`src/rtl/ycr_fpu_share_arb_if.sv`:
```
// Control-plane bundle between the shared-FPU arbiter, the two cores and the
// FPU clock gate / command port.
//   master : arbiter side (drives ready/rsp pulses, fpu_req, fpu_cmd_*, err)
//   slave  : environment side (cores, FPU, clock gate, config)
interface ycr_fpu_share_arb_if;
    logic cfg_force_on;
    logic core0_req_valid;
    logic core0_req_ready;
    logic core0_rsp_valid;
    logic core1_req_valid;
    logic core1_req_ready;
    logic core1_rsp_valid;
    logic fpu_req;
    logic fpu_clk_enb;
    logic fpu_idle;
    logic fpu_cmd_valid;
    logic fpu_cmd_ready;
    logic fpu_cmd_src;
    logic fpu_rsp_valid;
    logic err_unexp_rsp;

    modport master (
        input  cfg_force_on,
        input  core0_req_valid,
        output core0_req_ready,
        output core0_rsp_valid,
        input  core1_req_valid,
        output core1_req_ready,
        output core1_rsp_valid,
        output fpu_req,
        input  fpu_clk_enb,
        input  fpu_idle,
        output fpu_cmd_valid,
        input  fpu_cmd_ready,
        output fpu_cmd_src,
        input  fpu_rsp_valid,
        output err_unexp_rsp
    );

    modport slave (
        output cfg_force_on,
        output core0_req_valid,
        input  core0_req_ready,
        input  core0_rsp_valid,
        output core1_req_valid,
        input  core1_req_ready,
        input  core1_rsp_valid,
        input  fpu_req,
        output fpu_clk_enb,
        output fpu_idle,
        input  fpu_cmd_valid,
        output fpu_cmd_ready,
        input  fpu_cmd_src,
        output fpu_rsp_valid,
        input  err_unexp_rsp
    );
endinterface

```
`src/rtl/ycr_fpu_share_arb.sv`:
```
// Shares one clock-gated FPU between core0 and core1: requests the FPU clock,
// waits for wake-up, round-robin grants single-outstanding commands, routes
// each completion to its owner and drops the clock request after idling.
// Ports:
//   clk_in  - ungated FPU-domain clock
//   reset   - asynchronous active-high reset
//   bus     - master side of ycr_fpu_share_arb_if (core handshakes, FPU
//             clock-gate request, FPU command/response, error flag)
module ycr_fpu_share_arb #(
    parameter int unsigned WAKE_CYC = 4,
    parameter int unsigned IDLE_CYC = 16,
    parameter int unsigned CNT_W    = 8
) (
    input  logic                clk_in,
    input  logic                reset,
    ycr_fpu_share_arb_if.master bus
);

    localparam logic [CNT_W-1:0] WAKE_LD = CNT_W'(WAKE_CYC);
    localparam logic [CNT_W-1:0] IDLE_LD = CNT_W'(IDLE_CYC);
    localparam logic [CNT_W-1:0] CNT_ONE = CNT_W'(1);

    typedef enum logic [2:0] {
        S_OFF,
        S_WAKE,
        S_ARB,
        S_ISSUE,
        S_BUSY
    } state_e;

    state_e           state_q,      state_d;
    logic [CNT_W-1:0] wake_cnt_q,   wake_cnt_d;
    logic [CNT_W-1:0] idle_cnt_q,   idle_cnt_d;
    logic             last_grant_q, last_grant_d;
    logic             owner_q,      owner_d;
    logic             fpu_req_q,    fpu_req_d;
    logic             cmd_valid_q,  cmd_valid_d;
    logic             cmd_src_q,    cmd_src_d;
    logic             rsp0_q,       rsp0_d;
    logic             rsp1_q,       rsp1_d;
    logic             err_q,        err_d;
    logic             any_req;
    logic             winner;

    // State and output registers
    always_ff @(posedge clk_in or posedge reset) begin
        if (reset) begin
            state_q      <= S_OFF;
            wake_cnt_q   <= '0;
            idle_cnt_q   <= '0;
            last_grant_q <= 1'b1;
            owner_q      <= 1'b0;
            fpu_req_q    <= 1'b0;
            cmd_valid_q  <= 1'b0;
            cmd_src_q    <= 1'b0;
            rsp0_q       <= 1'b0;
            rsp1_q       <= 1'b0;
            err_q        <= 1'b0;
        end else begin
            state_q      <= state_d;
            wake_cnt_q   <= wake_cnt_d;
            idle_cnt_q   <= idle_cnt_d;
            last_grant_q <= last_grant_d;
            owner_q      <= owner_d;
            fpu_req_q    <= fpu_req_d;
            cmd_valid_q  <= cmd_valid_d;
            cmd_src_q    <= cmd_src_d;
            rsp0_q       <= rsp0_d;
            rsp1_q       <= rsp1_d;
            err_q        <= err_d;
        end
    end

    // Next-state, counters, arbitration and registered-output inputs
    always_comb begin
        state_d      = state_q;
        wake_cnt_d   = wake_cnt_q;
        idle_cnt_d   = idle_cnt_q;
        last_grant_d = last_grant_q;
        owner_d      = owner_q;

        any_req = bus.core0_req_valid | bus.core1_req_valid;
        // On a tie the core that did not get the last grant wins
        if (bus.core0_req_valid && bus.core1_req_valid) begin
            winner = ~last_grant_q;
        end else begin
            winner = bus.core1_req_valid;
        end

        case (state_q)
            S_OFF: begin
                if (any_req) begin
                    state_d    = S_WAKE;
                    wake_cnt_d = WAKE_LD;
                end
            end
            S_WAKE: begin
                if (wake_cnt_q != '0) begin
                    wake_cnt_d = wake_cnt_q - CNT_ONE;
                end
                if (wake_cnt_q == '0 && bus.fpu_clk_enb) begin
                    state_d    = S_ARB;
                    idle_cnt_d = IDLE_LD;
                end
            end
            S_ARB: begin
                // A pending request beats the idle exit in the same cycle
                if (any_req) begin
                    owner_d = winner;
                    state_d = S_ISSUE;
                end else begin
                    if (idle_cnt_q != '0) begin
                        idle_cnt_d = idle_cnt_q - CNT_ONE;
                    end
                    if (idle_cnt_q == '0 && bus.fpu_idle && !bus.cfg_force_on) begin
                        state_d = S_OFF;
                    end
                end
            end
            S_ISSUE: begin
                if (bus.fpu_cmd_ready) begin
                    last_grant_d = owner_q;
                    state_d      = S_BUSY;
                end
            end
            S_BUSY: begin
                if (bus.fpu_rsp_valid) begin
                    state_d    = S_ARB;
                    idle_cnt_d = IDLE_LD;
                end
            end
            default: begin
                state_d = S_OFF;
            end
        endcase

        // Outputs follow the state being entered so they line up with it
        fpu_req_d   = (state_d == S_OFF) ? bus.cfg_force_on : 1'b1;
        cmd_valid_d = (state_d == S_ISSUE);
        cmd_src_d   = (state_d == S_ISSUE) ? owner_d : 1'b0;
        rsp0_d      = (state_q == S_BUSY) && bus.fpu_rsp_valid && !owner_q;
        rsp1_d      = (state_q == S_BUSY) && bus.fpu_rsp_valid &&  owner_q;
        err_d       = err_q | (bus.fpu_rsp_valid && (state_q != S_BUSY));
    end

    // Accept pulse is combinational with the FPU's ready
    assign bus.core0_req_ready = (state_q == S_ISSUE) && bus.fpu_cmd_ready && !owner_q;
    assign bus.core1_req_ready = (state_q == S_ISSUE) && bus.fpu_cmd_ready &&  owner_q;

    assign bus.core0_rsp_valid = rsp0_q;
    assign bus.core1_rsp_valid = rsp1_q;
    assign bus.fpu_req         = fpu_req_q;
    assign bus.fpu_cmd_valid   = cmd_valid_q;
    assign bus.fpu_cmd_src     = cmd_src_q;
    assign bus.err_unexp_rsp   = err_q;

endmodule

```
`src/flat_wrapper.sv`:
```
// flat-port wrapper written by rule: the top's interface ports become plain ports
module ycr_fpu_share_arb_flat 
#(
    parameter int unsigned WAKE_CYC = 4,
    parameter int unsigned IDLE_CYC = 16,
    parameter int unsigned CNT_W    = 8
)
  (clk_in, reset, bus_cfg_force_on, bus_core0_req_valid, bus_core0_req_ready, bus_core0_rsp_valid, bus_core1_req_valid, bus_core1_req_ready, bus_core1_rsp_valid, bus_fpu_req, bus_fpu_clk_enb, bus_fpu_idle, bus_fpu_cmd_valid, bus_fpu_cmd_ready, bus_fpu_cmd_src, bus_fpu_rsp_valid, bus_err_unexp_rsp);
  ycr_fpu_share_arb_if bus_i ();
  input  logic clk_in;
  input  logic reset;
  input wire logic [$bits(bus_i.cfg_force_on)-1:0] bus_cfg_force_on;
  input wire logic [$bits(bus_i.core0_req_valid)-1:0] bus_core0_req_valid;
  output wire logic [$bits(bus_i.core0_req_ready)-1:0] bus_core0_req_ready;
  output wire logic [$bits(bus_i.core0_rsp_valid)-1:0] bus_core0_rsp_valid;
  input wire logic [$bits(bus_i.core1_req_valid)-1:0] bus_core1_req_valid;
  output wire logic [$bits(bus_i.core1_req_ready)-1:0] bus_core1_req_ready;
  output wire logic [$bits(bus_i.core1_rsp_valid)-1:0] bus_core1_rsp_valid;
  output wire logic [$bits(bus_i.fpu_req)-1:0] bus_fpu_req;
  input wire logic [$bits(bus_i.fpu_clk_enb)-1:0] bus_fpu_clk_enb;
  input wire logic [$bits(bus_i.fpu_idle)-1:0] bus_fpu_idle;
  output wire logic [$bits(bus_i.fpu_cmd_valid)-1:0] bus_fpu_cmd_valid;
  input wire logic [$bits(bus_i.fpu_cmd_ready)-1:0] bus_fpu_cmd_ready;
  output wire logic [$bits(bus_i.fpu_cmd_src)-1:0] bus_fpu_cmd_src;
  input wire logic [$bits(bus_i.fpu_rsp_valid)-1:0] bus_fpu_rsp_valid;
  output wire logic [$bits(bus_i.err_unexp_rsp)-1:0] bus_err_unexp_rsp;
  assign bus_i.cfg_force_on = bus_cfg_force_on;
  assign bus_i.core0_req_valid = bus_core0_req_valid;
  assign bus_core0_req_ready = bus_i.core0_req_ready;
  assign bus_core0_rsp_valid = bus_i.core0_rsp_valid;
  assign bus_i.core1_req_valid = bus_core1_req_valid;
  assign bus_core1_req_ready = bus_i.core1_req_ready;
  assign bus_core1_rsp_valid = bus_i.core1_rsp_valid;
  assign bus_fpu_req = bus_i.fpu_req;
  assign bus_i.fpu_clk_enb = bus_fpu_clk_enb;
  assign bus_i.fpu_idle = bus_fpu_idle;
  assign bus_fpu_cmd_valid = bus_i.fpu_cmd_valid;
  assign bus_i.fpu_cmd_ready = bus_fpu_cmd_ready;
  assign bus_fpu_cmd_src = bus_i.fpu_cmd_src;
  assign bus_i.fpu_rsp_valid = bus_fpu_rsp_valid;
  assign bus_err_unexp_rsp = bus_i.err_unexp_rsp;
  ycr_fpu_share_arb #(.WAKE_CYC(WAKE_CYC), .IDLE_CYC(IDLE_CYC), .CNT_W(CNT_W)) u_core (.clk_in(clk_in), .reset(reset), .bus(bus_i));
endmodule
```
`config.mk`:
```
export PLATFORM = sky130hd
export DESIGN_NAME = ycr_fpu_share_arb_flat
export DESIGN_NICKNAME = d
export VERILOG_FILES = /design/src/rtl/ycr_fpu_share_arb_if.sv /design/src/rtl/ycr_fpu_share_arb.sv /design/src/flat_wrapper.sv
export SDC_FILE = /design/constraint.sdc
export NUM_CORES = 1
export LEC_CHECK = 0
export CORE_ASPECT_RATIO = 1.75
export CORE_MARGIN = 3
export CORE_UTILIZATION = 30
export CTS_CLUSTER_SIZE = 40
export DETAILED_ROUTE_END_ITERATION = 8
export REMOVE_ABC_BUFFERS = 1
export SETUP_SLACK_MARGIN = 0.5
export SLEW_MARGIN = 0
export SYNTH_ARGS = -nofsm -noshare
export SYNTH_HDL_FRONTEND = slang
export SYNTH_SLANG_ARGS = --single-unit
```
`constraint.sdc`:
```
create_clock -name clk_in -period 4.2 [get_ports clk_in]
set_input_delay 0.42 -clock clk_in [delete_from_list [all_inputs] [get_ports clk_in]]
set_output_delay 0.42 -clock clk_in [all_outputs]
set_load 0.005 [all_outputs]
```
==> impl_metrics.json <==
{
  "status": "completed",
  "final_util_pct": 36.3,
  "clock_sinks": 27,
  "vdd_drop_max_mv": 0.349,
  "overflow": 0,
  "first_global_vias": 1295,
  "cp_max_fo": 8,
  "chipWidth_um": 58.9,
  "grt_usage_pct": 12.5,
  "finalMaxSlewViolations": 0,
  "place_area_um2": 1660,
  "cts_resized": 0,
  "place_congestion": 0.763,
  "io_buffers": 16,
  "setup_viol": 0,
  "final_net_count": 178,
  "ios": 17,
  "diodes": 0,
  "setup_ws_ns": 1.90,
  "vias": 1242,
  "maxCapViolCount": 0,
  "first_pass_iters": 4,
  "synthCells": 149,
  "core_um2": 4710,
  "grt_start_max_net_pins": 28,
  "critPathKind": "reg -> out",
  "htree_levels": 1,
  "place_worst_setup_slack_ns": 1.85,
  "place_hpwl_um": 2600,
  "synth_seq_area_share_pct": 46.0,
  "drive_gt1_share_pct": 8.54,
  "yosysWarningCount": 0,
  "cts_max_path_buffers": 2,
  "cts_root_buf": "clkbuf_8",
  "whs_ns": 0.466,
  "rows": 33,
  "wl_per_cell_um": 15.8,
  "synth-async-reset-ratio_pct": 100,
  "drt-total-wl_um": 3420,
  "hold_path_class": "reg -> reg",
  "end_kind": "primary output",
  "p_leak_nw": 0.744,
  "arrival_ns": 1.88,
  "vias_per_cell": 5.75,
  "postCtsHoldBufs": 0,
  "post-cts-setup-buffer-count": 0,
  "ys_types": 47,
  "layout_min_cycle_time_ns": 2.30,
  "tns_ns": 0,
  "synthesis.area_um2": 1470,
  "synth-edff-count": 0,
  "cp_data_required_time_ns": 3.78,
  "finalHoldViolations": 0,
  "tightest_slew_ns": 1.14,
  "drc": 0,
  "cp-start-kind": "register",
  "drt.antenna.violating_nets": 0,
  "reg2reg_slack_ns": 2.07,
  "antenna_found_initial": 0,
  "fin_skew_ns": 0.00608,
  "post-route-cell-area_um2": 1710,
  "synth-seq-cells": 27,
  "clkTransAtPathRegs_ns": 0.09,
  "cts_tree": "built",
  "dieArea_um2": 5810,
  "die_h_um": 98.6,
  "syn_to_final_growth_pct": 16.2,
  "grt_pass1_wl_um": 5820,
  "drt_iter0_drc": 21,
  "fmax_ghz": 0.436,
  "fin_crit_sh_pct": 54.7,
  "powerDensity_nw_per_um2": 664,
  "rsz0062_at_grt": "no",
  "start_util_pct": 31.3,
  "ys.flop_type": "dfrtp_1",
  "syn_area_per_cell_um2": 9.88,
  "cts_buffers": 3,
  "clock_latency_ns": 0.28,
  "slew_headroom_pct": 23.0
}
-- cells by family (layout without fill, tap and decap cells) --
family,count (synthesis),count (layout),synth area share [%]
compound gates,30,30,15.8
fa+ha+maj,4,4,3.40
buf+inv,11,26,3.83
flops,27,27,46.0
mux,1,1,0.765
simple gates,76,76,30.2
-- cell type report --
type / instances / area (µm²)
inverter: 6 / 22.5
tap: 52 / 65.1
fill: 504 / 3000
multi-input combinational: 111 / 738
timing repair buffer: 16 / 160
sequential: 27 / 677
clock buffer: 3 / 41.3
clock inverter: 1 / 5.00
-- power by group --
group	internal [mW]	total, mW	switching [mW]
clock network	0.0666	0.151	0.0842
registers	0.343	0.440	0.0966
logic	0.224	0.544	0.320
-- synth_stat cells (2+ instances only) --
cell type   n  area (µm²)
a211oi_1    2        15.0
a21o_1      3        22.5
a21oi_1     2        10.0
a221o_1     4        40.0
a31o_2      2        17.5
a31oi_1     2        12.5
and2_1      5        31.3
buf_4       2        15.0
dfrtp_1    26         651
ha_1        4        50.1
inv_1       6        22.5
nand2_1    12        45.0
nand3_1     7        35.0
nand4_1     4        25.0
nor2_1     13        48.8
nor2b_1     3        18.8
nor3_1      7        35.0
nor3b_1     4        30.0
nor4_1      3        18.8
o211ai_1    5        37.5
o21ai_0     3        15.0
or4_1       5        37.5
-- per-layer routing --
layer / up-vias / GRT usage [%] / share of wire, %
li1: 589 / - / -
met5: - / 0 / 0
met3: 7 / 2.10 / 2.4
met2: 27 / 23.5 / 56
met1: 619 / 13.5 / 40
met4: 0 / 4.01 / 1.5
-- state kept, by name, summed over array words and instances (netlist names) --
signal and flops:
u_core.bus.core0_rsp_valid 1, u_core.bus.core1_rsp_valid 1, u_core.bus.err_unexp_rsp 1, u_core.bus.fpu_cmd_src 1, u_core.bus.fpu_cmd_valid 1, u_core.bus.fpu_req 1, u_core.idle_cnt_q 8, u_core.last_grant_q 1
u_core.owner_q 1, u_core.state_q 3, u_core.wake_cnt_q 8
-- worst max-delay path, cell delays in order, from the launching register on --
cell	delay, ns
dfrtp_1	0.47
and2b_1	0.28
nand3_1	0.16
nor2_1	0.17
clkdlybuf4s50_1	0.52
-- cells in the final DEF (no fill, tap or decap), types with 4 or more instances in the layout --
cell type        netlist  routed
nand3_1                7       7
nand4_1                4       4
dfrtp_1               26      26
a221o_1                4       4
inv_1                  6       6
clkdlybuf4s50_1        0      16
and2_1                 5       5
nor3b_1                4       4
o211ai_1               5       5
nor3_1                 7       7
or4_1                  5       5
nand2_1               12      12
nor2_1                13      13
ha_1                   4       4
-- worst paths after layout --
path                                                from                       end  cells after the start
min in group asynchronous                          reset      u_core.wake_cnt_q[6]                      2
worst max register to register      u_core.wake_cnt_q[0]      u_core.idle_cnt_q[7]                      6
worst min-delay path            u_core.bus.err_unexp_rsp  u_core.bus.err_unexp_rsp                      1
max in group asynchronous                          reset  u_core.bus.err_unexp_rsp                      2
worst min register to register  u_core.bus.err_unexp_rsp  u_core.bus.err_unexp_rsp                      1
worst max-delay path                   u_core.state_q[2]       bus_core1_req_ready                      4
-- stage by stage --
step                      total power, mW  cells
after floorplan                     0.819    144
after global placement              0.964    212
after detailed placement            0.984    212
after CTS                            1.14    216
after global routing                 1.23    216
final                                1.14    216
No activity file was read; power rests on OpenSTA's default activity.
